## config.mk

```make
export PLATFORM = sky130hd
export DESIGN_NAME = ads5296_fclk_align
export DESIGN_NICKNAME = d
export VERILOG_FILES = /design/src/rtl/ads5296_fclk_align.sv
export SDC_FILE = /design/constraint.sdc
export NUM_CORES = 1
export LEC_CHECK = 0
export CORE_ASPECT_RATIO = 1.1
export CORE_MARGIN = 2
export CORE_UTILIZATION = 30
export CTS_BUF_LIST = sky130_fd_sc_hd__clkbuf_4 sky130_fd_sc_hd__clkbuf_8 sky130_fd_sc_hd__clkbuf_16
export DETAILED_ROUTE_END_ITERATION = 12
export DONT_BUFFER_PORTS = 1
export GPL_ROUTABILITY_DRIVEN = 1
export HOLD_SLACK_MARGIN = 0.02
export SYNTH_ARGS = -nofsm -noshare
export SYNTH_HDL_FRONTEND = slang
export SYNTH_SLANG_ARGS = --single-unit
```

## constraint.sdc

```tcl
create_clock -name user_clk -period 2.9 [get_ports user_clk]
set_clock_uncertainty 0.2 [all_clocks]
set_input_delay 0.29 -clock user_clk [delete_from_list [all_inputs] [get_ports user_clk]]
set_output_delay 0.29 -clock user_clk [all_outputs]
set_load 0.1 [all_outputs]
```

## src/rtl/ads5296_fclk_align.sv

```systemverilog
// ADS5296 frame-clock word aligner: finds the bit rotation that turns the
// deserialized frame clock into the expected pattern, locks on it, and tracks errors.
module ads5296_fclk_align #(
    parameter int                       G_FRAME_WIDTH  = 8,
    parameter logic [G_FRAME_WIDTH-1:0] G_FCLK_PATTERN = G_FRAME_WIDTH'(8'hF0),
    parameter int                       G_LOCK_COUNT   = 64,
    parameter int                       G_SLIP_WAIT    = 4,
    parameter int                       G_UNLOCK_COUNT = 4
) (
    input  logic                             user_clk,
    input  logic                             rst,
    input  logic [G_FRAME_WIDTH-1:0]         fclk_data,
    input  logic                             fclk_valid,
    input  logic                             iserdes_rst,
    input  logic                             err_cnt_clr,
    output logic [$clog2(G_FRAME_WIDTH)-1:0] rot_sel,
    output logic                             fclk_locked,
    output logic [G_FRAME_WIDTH-1:0]         fclk_aligned,
    output logic                             fclk_aligned_valid,
    output logic [31:0]                      fclk_err_cnt
);

    localparam int RW = $clog2(G_FRAME_WIDTH);
    localparam int GW = $clog2(G_LOCK_COUNT + 1);
    localparam int WW = $clog2(G_SLIP_WAIT + 1);
    localparam int BW = $clog2(G_UNLOCK_COUNT + 1);

    localparam logic [RW-1:0] ROT_LAST    = RW'(G_FRAME_WIDTH - 1);
    localparam logic [GW-1:0] LOCK_LAST   = GW'(G_LOCK_COUNT);
    localparam logic [WW-1:0] SLIP_LAST   = WW'(G_SLIP_WAIT);
    localparam logic [BW-1:0] UNLOCK_LAST = BW'(G_UNLOCK_COUNT);

    typedef enum logic [1:0] {
        S_SEARCH,
        S_WAIT,
        S_LOCKING,
        S_LOCKED
    } state_t;

    state_t                     state_q, state_d;
    logic [RW-1:0]              rot_q, rot_d, rot_inc;
    logic [GW-1:0]              good_q, good_d;
    logic [WW-1:0]              wait_q, wait_d;
    logic [BW-1:0]              bad_q, bad_d;
    logic                       locked_q, locked_d;
    logic [31:0]                err_q, err_d;
    logic [G_FRAME_WIDTH-1:0]   aligned_q, aligned_d;
    logic                       aligned_valid_q;
    logic [2*G_FRAME_WIDTH-1:0] doubled, shifted;
    logic                       match;

    // Shifting a doubled copy right by rot gives rotated[i] = data[(i + rot) mod W].
    always_comb begin
        doubled   = {fclk_data, fclk_data};
        shifted   = doubled >> rot_q;
        aligned_d = shifted[G_FRAME_WIDTH-1:0];
        match     = (aligned_d == G_FCLK_PATTERN);
        rot_inc   = (rot_q == ROT_LAST) ? '0 : rot_q + 1'b1;
    end

    always_comb begin
        state_d  = state_q;
        rot_d    = rot_q;
        good_d   = good_q;
        wait_d   = wait_q;
        bad_d    = bad_q;
        locked_d = locked_q;
        err_d    = err_q;

        if (iserdes_rst) begin
            state_d  = S_SEARCH;
            rot_d    = '0;
            good_d   = '0;
            wait_d   = '0;
            bad_d    = '0;
            locked_d = 1'b0;
        end else if (fclk_valid) begin
            unique case (state_q)
                S_SEARCH: begin
                    if (match) begin
                        if (G_LOCK_COUNT <= 1) begin
                            state_d  = S_LOCKED;
                            locked_d = 1'b1;
                        end else begin
                            state_d = S_LOCKING;
                            good_d  = GW'(1);
                        end
                    end else begin
                        rot_d   = rot_inc;
                        wait_d  = '0;
                        state_d = S_WAIT;
                    end
                end
                S_WAIT: begin
                    if (wait_q + 1'b1 == SLIP_LAST) begin
                        wait_d  = '0;
                        state_d = S_SEARCH;
                    end else begin
                        wait_d = wait_q + 1'b1;
                    end
                end
                S_LOCKING: begin
                    if (match) begin
                        if (good_q + 1'b1 == LOCK_LAST) begin
                            good_d   = '0;
                            state_d  = S_LOCKED;
                            locked_d = 1'b1;
                        end else begin
                            good_d = good_q + 1'b1;
                        end
                    end else begin
                        good_d  = '0;
                        rot_d   = rot_inc;
                        wait_d  = '0;
                        state_d = S_WAIT;
                    end
                end
                S_LOCKED: begin
                    if (match) begin
                        bad_d = '0;
                    end else if (bad_q + 1'b1 == UNLOCK_LAST) begin
                        bad_d    = '0;
                        state_d  = S_SEARCH;
                        locked_d = 1'b0;
                    end else begin
                        bad_d = bad_q + 1'b1;
                    end
                end
                default: state_d = S_SEARCH;
            endcase
        end

        // A clear beats a same-cycle increment; the counter sticks at all-ones.
        if (err_cnt_clr) begin
            err_d = '0;
        end else if (!iserdes_rst && fclk_valid && state_q == S_LOCKED && !match
                     && err_q != 32'hFFFF_FFFF) begin
            err_d = err_q + 32'd1;
        end
    end

    always_ff @(posedge user_clk or posedge rst) begin
        if (rst) begin
            state_q         <= S_SEARCH;
            rot_q           <= '0;
            good_q          <= '0;
            wait_q          <= '0;
            bad_q           <= '0;
            locked_q        <= 1'b0;
            err_q           <= '0;
            aligned_q       <= '0;
            aligned_valid_q <= 1'b0;
        end else begin
            state_q         <= state_d;
            rot_q           <= rot_d;
            good_q          <= good_d;
            wait_q          <= wait_d;
            bad_q           <= bad_d;
            locked_q        <= locked_d;
            err_q           <= err_d;
            aligned_q       <= aligned_d;
            aligned_valid_q <= fclk_valid;
        end
    end

    assign rot_sel            = rot_q;
    assign fclk_locked        = locked_q;
    assign fclk_aligned       = aligned_q;
    assign fclk_aligned_valid = aligned_valid_q;
    assign fclk_err_cnt       = err_q;

endmodule
```

Yosys cells after proc, flatten, opt, wreduce, memory -nomap -nowiden --
Cells that the tools add are included.
Word-level totals: bits in registers 60, latch bits 0, RAM bits 0, memory bits (read-only) 0, input port bits 13, output and inout bits 45, memories 0
Operators by class: add/subtract/negate cells 5, multiply operators 0, div/mod/pow operators 0, magnitude comparators 0, equality and inequality tests 18, shifts and indexed selects 1, mux-type cells 39, bitwise logic cells 0, reductions and logical operators 21
Operators with widths (count):
- two-way mux 32 bit | 2
- two-way mux 3 bit | 14
- two-way mux 7 bit | 5
- adder 32 x 1 -> 32 bit (second input constant) | 1
- inequality test 32 bit (second input constant) | 1
- inequality test 3 bit (second input constant) | 7
- two-way mux 2 bit | 8
- right shift 16 x 3 -> 8 bit | 1
- one-hot mux 7 bit (2 select lines) | 1
- adder 3 x 1 -> 3 bit (second input constant) | 3
- equality test 3 bit (second input constant) | 3
- AND reduction 3 bit | 3
- nonzero test 3 bit | 3
- equality test 8 bit (second input constant) | 1
- one-hot mux 2 bit (4 select lines) | 1
- nonzero test 2 bit | 4
- adder 7 x 1 -> 7 bit (second input constant) | 1
- equality test 7 bit (second input constant) | 1
- two-way mux 1 bit | 6
- one-hot mux 3 bit (2 select lines) | 1
- AND reduction 6 bit | 1
- AND reduction 5 bit | 1
- equality test 2 bit (second input constant) | 2
- logical AND 1 bit | 4
- 8 further kinds | 9

Depth between registers and ports, before layout --
Gate-level depths: netlist of run 1.
depth after elaboration 7, depth in mapped cells 11, depth with buffers taken out 8

Worst setup path before layout of run 1 --
Ideal clock, no wire load.
path kind reg-to-reg, from register rot_q[1] (netlist: rot_sel[1]), to register state_q[0], data arrival time 3.079 ns, required time 2.572 ns, setup slack -0.506 ns, cell stages (with the launch flop) 10, path buffers 2, cell sequence dfrtp_1 buf_6 buf_6 mux4_2 mux2_2 nor2_4 o2111ai_4 o31ai_4 nor3_1 mux2_1
Between the ends: word-level cells in the longest chain between the ends 6, elaborated cells between the ends (all ways) 10, classes of those cells eq/ne: 3; shift: 1; mux: 5; reduce/logical: 1
Ends and longest elaborated chain:
- start: declaration | RTL line 41 | logic [RW-1:0] rot_q, rot_d, rot_inc;
- start signal: assignment | RTL line 155 | rot_q <= rot_d;
- right shift 16 x 3 -> 8 bit (*) | RTL line 55 | shifted = doubled >> rot_q;
- net shifted[0] | RTL line 49 | logic [2*G_FRAME_WIDTH-1:0] doubled, shifted;
- equality test 8 bit (*) | RTL line 57 | match = (aligned_d == G_FCLK_PATTERN);
- two-way mux 2 bit (on tied branches) | RTL line 103, 80
- one-hot mux 2 bit (4 select lines) | RTL line 78 | unique case (state_q)
- two-way mux 2 bit | RTL line 77 | end else if (fclk_valid) begin
- two-way mux 2 bit | RTL line 70 | if (iserdes_rst) begin
- end signal: assignment | RTL line 154 | state_q <= state_d;
- end: declaration | RTL line 40 | state_t state_q, state_d;
The timed path passes the listed nets; every way through them passes the cells marked *. The select of a mux whose other input is x is not followed. A chain may end at the register's enable or synchronous reset.

Final worst setup path of run 1 --
from register rot_q[1] (netlist: rot_sel[1]), to register locked_q (netlist: fclk_locked)
Between the ends: word-level cells in the longest chain between the ends 4, elaborated cells between the ends (all ways) 5, classes of those cells eq/ne: 3; shift: 1; reduce/logical: 1
Ends and longest elaborated chain:
- right shift 16 x 3 -> 8 bit (*) | RTL line 55
- net shifted[0] | RTL line 49
- equality test 8 bit (*) | RTL line 57
- inequality test 3 bit (no line)
- AND reduction 6 bit (no line) (*)
- end signal: assignment | RTL line 159 | locked_q <= locked_d;
- end: declaration | RTL line 45 | logic locked_q, locked_d;
The timed path passes the listed nets; every way through them passes the cells marked *.

==> flow_metrics.tcl, run 1 <==
set metrics [dict create \
    status "finished, final reports clean" \
    fmax_mhz 350 \
    hold_violations 0 \
    rows 41 \
    max_slew_margin_pct 37.4 \
    seqCellArea_sq_um 1520 \
    gp_congestion 0.807 \
    yosys-top-cells-count "dfrtp_1 (60), nor2_1 (31), nand2_1 (29), a21oi_1 (26), mux2i_1 (18)" \
    synth_edf_count 0 \
    path_common_cell "buf_6" \
    post-route-util_pct 40.6 \
    dp_slack_ns -0.0767 \
    clk_pin_slew_ns 0.06 \
    cp.required_ns 2.92 \
    final_nets 451 \
    finalWorstSetupSlack_ns 0.0453 \
    cp_top_family "multiplexers" \
    vias 3029 \
    io_buffers 0 \
    synth_nets 393 \
    powerDensity_nw_per_um2 545 \
    yosysTopAreaCell "dfrtp_1" \
    routed_wl_um 9200 \
    drc_errors 0 \
    final_cells 585 \
    criticalPathCategory "flop to flop" \
    cp.depth 10 \
    clk_path_buf_depth 2 \
    drive_above_1_share_pct 30.8 \
    slowest_delay_ns 0.54 \
    r2r_cells 10 \
    grtUsageTotal_pct 15.0 \
    synth_ff_type "dfrtp_1" \
    coreArea_sq_um 11500 \
    yosys.cell_count.top_type "dfrtp_1" \
    die_w_um 108 \
    power.leakage_nw 1.92 \
    hold_path_class "input pin to flop" \
    fill_cells 1122 \
    grt_pass1_wl_um 15000 \
    ctsHtreeMaxLevel 3 \
    async_flop_share_pct 100 \
    whs_ns 0.0620 \
    viasPerCell 5.18 \
    ys_ff_latch 60 \
    initial_utilization_pct 30.8 \
    whs_path_depth 2 \
    cp_max_fo 7 \
    multi_input_area_sq_um 2050 \
    grt_overflow 0 \
    dieArea_sq_um 12800 \
    fin_total_pwr_mw 2.55 \
    antenna_cells 0 \
    synth_top_area_share_pct 42.2 \
    period_needed_ns 2.85 \
    drv_cap 0 \
    finalSetupTns_ns 0 \
    antenna_left 0 \
    drv_slew 0 \
    drt-initial-drc-count 120 \
    vdd_ir_drop_max_v 0.000347 \
    cp_cell_sequence "buf_6 > mux4_2 > mux2_4 > nor2_4 > o2111ai_4 > buf_6 > o31ai_4 > buf_4 > nor3_1 > o22a_1" \
    min_period_over_period_pct 98.4 \
    grt_max_degree 33 \
    synthCells 372 \
    cts_tree "yes" \
    critPathLaunchType "flop" \
    synth.avg_cell_area_sq_um 9.57 \
    cp_num_buf_inv 3 \
    cts_buffers 9 \
    area_growth_pct 31.7 \
    tightestPinTransition_ns 0.939 \
    synth.area.top_cells "dfrtp_1 (42%), mux2i_1 (5.1%), xor2_1 (3.9%)" \
    rsz0062_at_grt "true" \
    io_pins 58 \
    antenna_found_initial 0 \
    worstSetupEndpointType "flop" \
    synth_area_sq_um 3560 \
    yosys.cell_types.count 53 \
    worstSkewPairLatency_ns 0.33 \
    synth_seq_area_share_pct 42.2 \
    clock_sinks 60 \
    crit_slowest_cell "mux4_2" \
    place_area_sq_um 4160 \
    dpl.cell_count 556 \
    root_buffer "clkbuf_16" \
    final_area_sq_um 4690 \
    cp_data_arrival_time_ns 2.88 \
    setup_viol 0 \
    yosysWarningCount 0 \
    drt-pass1-iter-count 4 \
    dp_hpwl_um 6470 \
    wl_per_cell_um 15.7 \
    die_h_um 118 \
    grt_pass1_vias 3002 \
]
layout by cell type (no fill, tap or decap), types with 6 or more instances in the layout:
master	n
a21oi_1	25
nand2b_1	7
nand2_1	28
nand4_1	13
o21ai_0	16
clkbuf_16	9
dfrtp_1	42
ha_1	8
or3_1	15
mux2i_1	13
xor2_1	16
dfrtp_2	18
and3_1	6
buf_4	59
nand3_1	12
inv_1	10
nor2_1	31
final cells by class:
type | count | area share, %
multi-input cells | 280 | 43.8
clock inverters | 7 | 2.14
well taps | 150 | 4.00
inverters | 11 | 0.881
clock buffers | 9 | 4.81
repair buffers | 68 | 11.9
flip-flops and latches | 60 | 32.5
power by group:
| group | total, mW | internal, mW | switching, mW | leakage (nW) |
|---|---|---|---|---|
| clock network | 1.17 | 0.757 | 0.410 | 0.160 |
| registers | 1.07 | 0.867 | 0.200 | 0.783 |
| logic | 0.319 | 0.138 | 0.181 | 0.975 |
registers in the layout, summed over array words and instances, names as in the netlist:
register,cells
fclk_aligned,8
bad_q,3
fclk_aligned_valid,1
good_q,7
wait_q,3
rot_sel,3
fclk_err_cnt,32
fclk_locked,1
state_q,2
worst paths after layout:
check | slack, ns | start | to
worst max-delay path | 0.05 | rot_sel[1] | fclk_locked
worst min-delay path | 0.06 | iserdes_rst | good_q[0]
worst max register to register | 0.05 | rot_sel[1] | fclk_locked
worst min register to register | 0.35 | good_q[1] | good_q[1]
max in group asynchronous | 1.57 | rst | rot_sel[2]
min in group asynchronous | 0.31 | rst | fclk_aligned[0]
logic make-up (layout without fill, tap and decap cells):
family | Yosys count | in the layout | share of synthesized area (%)
simple gates | 152 | 152 | 23.0
compound gates | 66 | 66 | 12.0
flops | 60 | 60 | 42.2
mux | 34 | 34 | 11.1
buf+inv | 32 | 95 | 4.08
xor+xnor | 20 | 20 | 4.92
fa+ha+maj | 8 | 8 | 2.81
layer usage:
layer  vias to the layer above  wire [um]  part of all wire (%)  track usage [%]
met5                         -          0                     0                0
met3                        12        639                   6.9             5.63
met4                         0        176                   1.9             6.33
li1                       1468          -                     -                -
met2                        53       4650                    51             24.9
met1                      1496       3730                    41             17.1
worst register-to-register path: cells and delay by family, from the launching register on:
family,cells,cell delay (ns)
multiplexers,2,0.86
AO/OA/AOI/OAI,3,0.63
buffers and inverters,3,0.49
flip-flops,1,0.43
AND/OR/NAND/NOR,2,0.14
timing repair:
item	4_1_cts	5_1_grt
setup endpoints to repair	20	31
cloned	0	0
gates resized for setup	1	17
hold buffers	5	0
endpoints found under the hold margin	75	0
pin swaps	2	6
buffers inserted	2	6
Power figures use the tool's default switching activity.
==> run 2: changes to the inputs <==
==> constraint.sdc (replaced) <==
create_clock -name user_clk -period 2.7 [get_ports user_clk]
set_clock_uncertainty 0.2 [all_clocks]
set_input_delay 0.27 -clock user_clk [delete_from_list [all_inputs] [get_ports user_clk]]
set_output_delay 0.27 -clock user_clk [all_outputs]
set_load 0.1 [all_outputs]
==> run 2 against run 1 <==
The run now ends with setup timing left. Sequential share of layout area is 2.2 points lower. Via count is 3.7% higher. Total power is 17% higher. Final cell count is 3.4% higher. Maximum frequency is 1.7% lower. Routed wire length is 4.8% higher. Clock-buffer cell count is 3 higher. Clock power is 23% higher. Worst hold slack worse by 0.012 ns. Critical endpoint unchanged. Highest routed layer unchanged.
==> flow_metrics.tcl, run 2 (synthesis results as in run 1) <==
set metrics [dict create \
    switching_share_pct 27.7 \
    fill_cells 1108 \
    setup_viol 43 \
    grt_overflow 0 \
    ctsHtreeMaxLevel 3 \
    drive_above_1_share_pct 36.0 \
    p_sw_mw 0.827 \
    fin_total_pwr_mw 2.98 \
    place_area_sq_um 4290 \
    criticalPathCategory "flop to flop" \
    period_needed_ns 2.90 \
    path_common_cell "buf_6" \
    coreArea_sq_um 11500 \
    max_slew_margin_pct 41.9 \
    routed_wl_um 9650 \
    io_buffers 0 \
    cp_cell_sequence "buf_6 > mux4_2 > mux2_4 > nor2_4 > o2111ai_4 > buf_6 > o31ai_4 > buf_4 > nor3_2 > o22a_1" \
    cp_max_fo 7 \
    p_int_mw 2.15 \
    drv_slew 0 \
    slowest_delay_ns 0.54 \
    final_nets 471 \
    gp_congestion 0.771 \
    grtUsageTotal_pct 15.5 \
    powerDensity_nw_per_um2 594 \
    root_buffer "clkbuf_16" \
    met1_length_um 3930 \
    cp_data_arrival_time_ns 2.92 \
    grt_pass1_vias 3270 \
    seqCellArea_sq_um 1520 \
    multi_input_area_sq_um 2140 \
    vias 3142 \
    dr_wl_met3_um 672 \
    final_area_sq_um 5020 \
    rsz0062_at_grt "true" \
    whs_ns 0.0495 \
    rrSetupSlack_ns -0.20 \
    initial_utilization_pct 30.8 \
    tightestPinTransition_ns 0.873 \
    whs_path_depth 2 \
    drv_cap 0 \
    grt_pass1_wl_um 15800 \
    wl_per_cell_um 15.9 \
    finalWorstSetupSlack_ns -0.203 \
    grt_max_degree 34 \
    final_common_cell "buf_4" \
    antenna_cells 0 \
    fmax_mhz 344 \
    mostFrequentLayoutCells "buf_4 (69), dfrtp_1 (42), nor2_1 (31)" \
    pwr-share-clk_pct 48.4 \
    cp_top_family "multiplexers" \
    cts_buffers 9 \
    hp-start "iserdes_rst" \
    r2r_cells 10 \
    power.leakage_nw 2.05 \
    antenna_left 0 \
    worstSkewPairLatency_ns 0.33 \
    cp_num_buf_inv 3 \
    viasPerCell 5.19 \
    cts_tree "yes" \
    met2_wirelength_um 4840 \
    largest_register_ffs 32 \
    clk_pin_slew_ns 0.05 \
    drc_errors 0 \
    hold_path_class "input pin to flop" \
    io_pins 58 \
    hold_violations 0 \
    finalSetupTns_ns -3.56 \
    antenna_found_initial 0 \
    min_period_over_period_pct 108 \
    top_layer_used "met4" \
    crit_slowest_cell "mux4_2" \
    combPwrFrac_pct 13.3 \
    timing.rr.end "fclk_locked" \
    drt-initial-drc-count 102 \
    r2r_start "rot_sel[1]" \
    clock_sinks 60 \
    dieArea_sq_um 12800 \
    pwr-share-seq_pct 38.2 \
    vdd_ir_drop_max_v 0.000444 \
    cp.required_ns 2.72 \
    rows 41 \
    dp_hpwl_um 6470 \
    die_w_um 108 \
    worstSetupEndpointType "flop" \
    holdPathEnd "good_q[0]" \
    area_growth_pct 41.0 \
    clk_path_buf_depth 2 \
    die_h_um 118 \
    drt-pass1-iter-count 4 \
    violations "setup timing" \
    critPathLaunchType "flop" \
    dp_slack_ns -0.282 \
    status "finished, violations left" \
]
[run 2: cell types whose count changed in the layout (fill, tap and decap cells not counted), moves of 3 or more]
cell	delta
mux2_2	+3
clkinv_4	-3
buf_4	+10
mux2i_4	+3
buf_6	+5
dlygate4sd3_1	+3
[run 2: area by class of cell]
cell class | instances | area share [%]
Clock buffer | 12 | 5.06
Inverter | 11 | 0.823
Sequential cell | 60 | 30.4
Timing Repair Buffer | 88 | 15.0
Multi-Input combinational cell | 280 | 42.6
Clock inverter | 4 | 2.39
Tap cell | 150 | 3.74
[run 2: worst max-delay path by stage]
| stage | to | slack (ns) | from | cells past startpoint |
|---|---|---|---|---|
| 6_report | fclk_locked | -0.20 | rot_sel[1] | 10 |
| 3_5_place_dp | state_q[0] | -0.28 | rot_sel[1] | 9 |
| 3_3_place_gp | state_q[0] | -0.14 | rot_sel[1] | 9 |
| 4_1_cts | fclk_err_cnt[24] | -0.18 | rot_sel[1] | 10 |
| 2_1_floorplan | state_q[0] | -0.33 | rot_sel[1] | 9 |
| 5_1_grt | fclk_locked | -0.26 | rot_sel[1] | 10 |
[run 2: per-layer routing]
| layer | global-route usage (%) | vias up |
|---|---|---|
| met2 | 25.5 | 66 |
| met1 | 18.0 | 1555 |
| li1 | - | 1503 |
| met3 | 6.29 | 18 |
| met5 | 0 | - |
| met4 | 5.37 | 0 |
[run 2: power by group through the flow]
stage	sequential, mW	clock, mW	combinational, mW
floorplan	1.17	0	0.212
global route	1.15	1.51	0.425
CTS	1.14	1.47	0.364
global placement	1.15	0	0.309
finish	1.14	1.44	0.398
detailed placement	1.15	0	0.314
[run 2: metrics by stage]
stage	util [%]	std cells
3_3_place_gp	37.2	570
6_report	43.5	605
3_5_place_dp	37.2	570
4_1_cts	41.8	597
2_1_floorplan	-	372
5_1_grt	43.5	605
[run 2: timing repair]
| item | 4_1_cts | 5_1_grt |
|---|---|---|
| hold buffers | 8 | 0 |
| resized for setup | 10 | 24 |
| gates cloned | 0 | 0 |
| setup buffers | 3 | 8 |
| endpoints found under the setup margin | 43 | 41 |
| pin swaps | 2 | 6 |
| hold endpoints to repair | 75 | 0 |
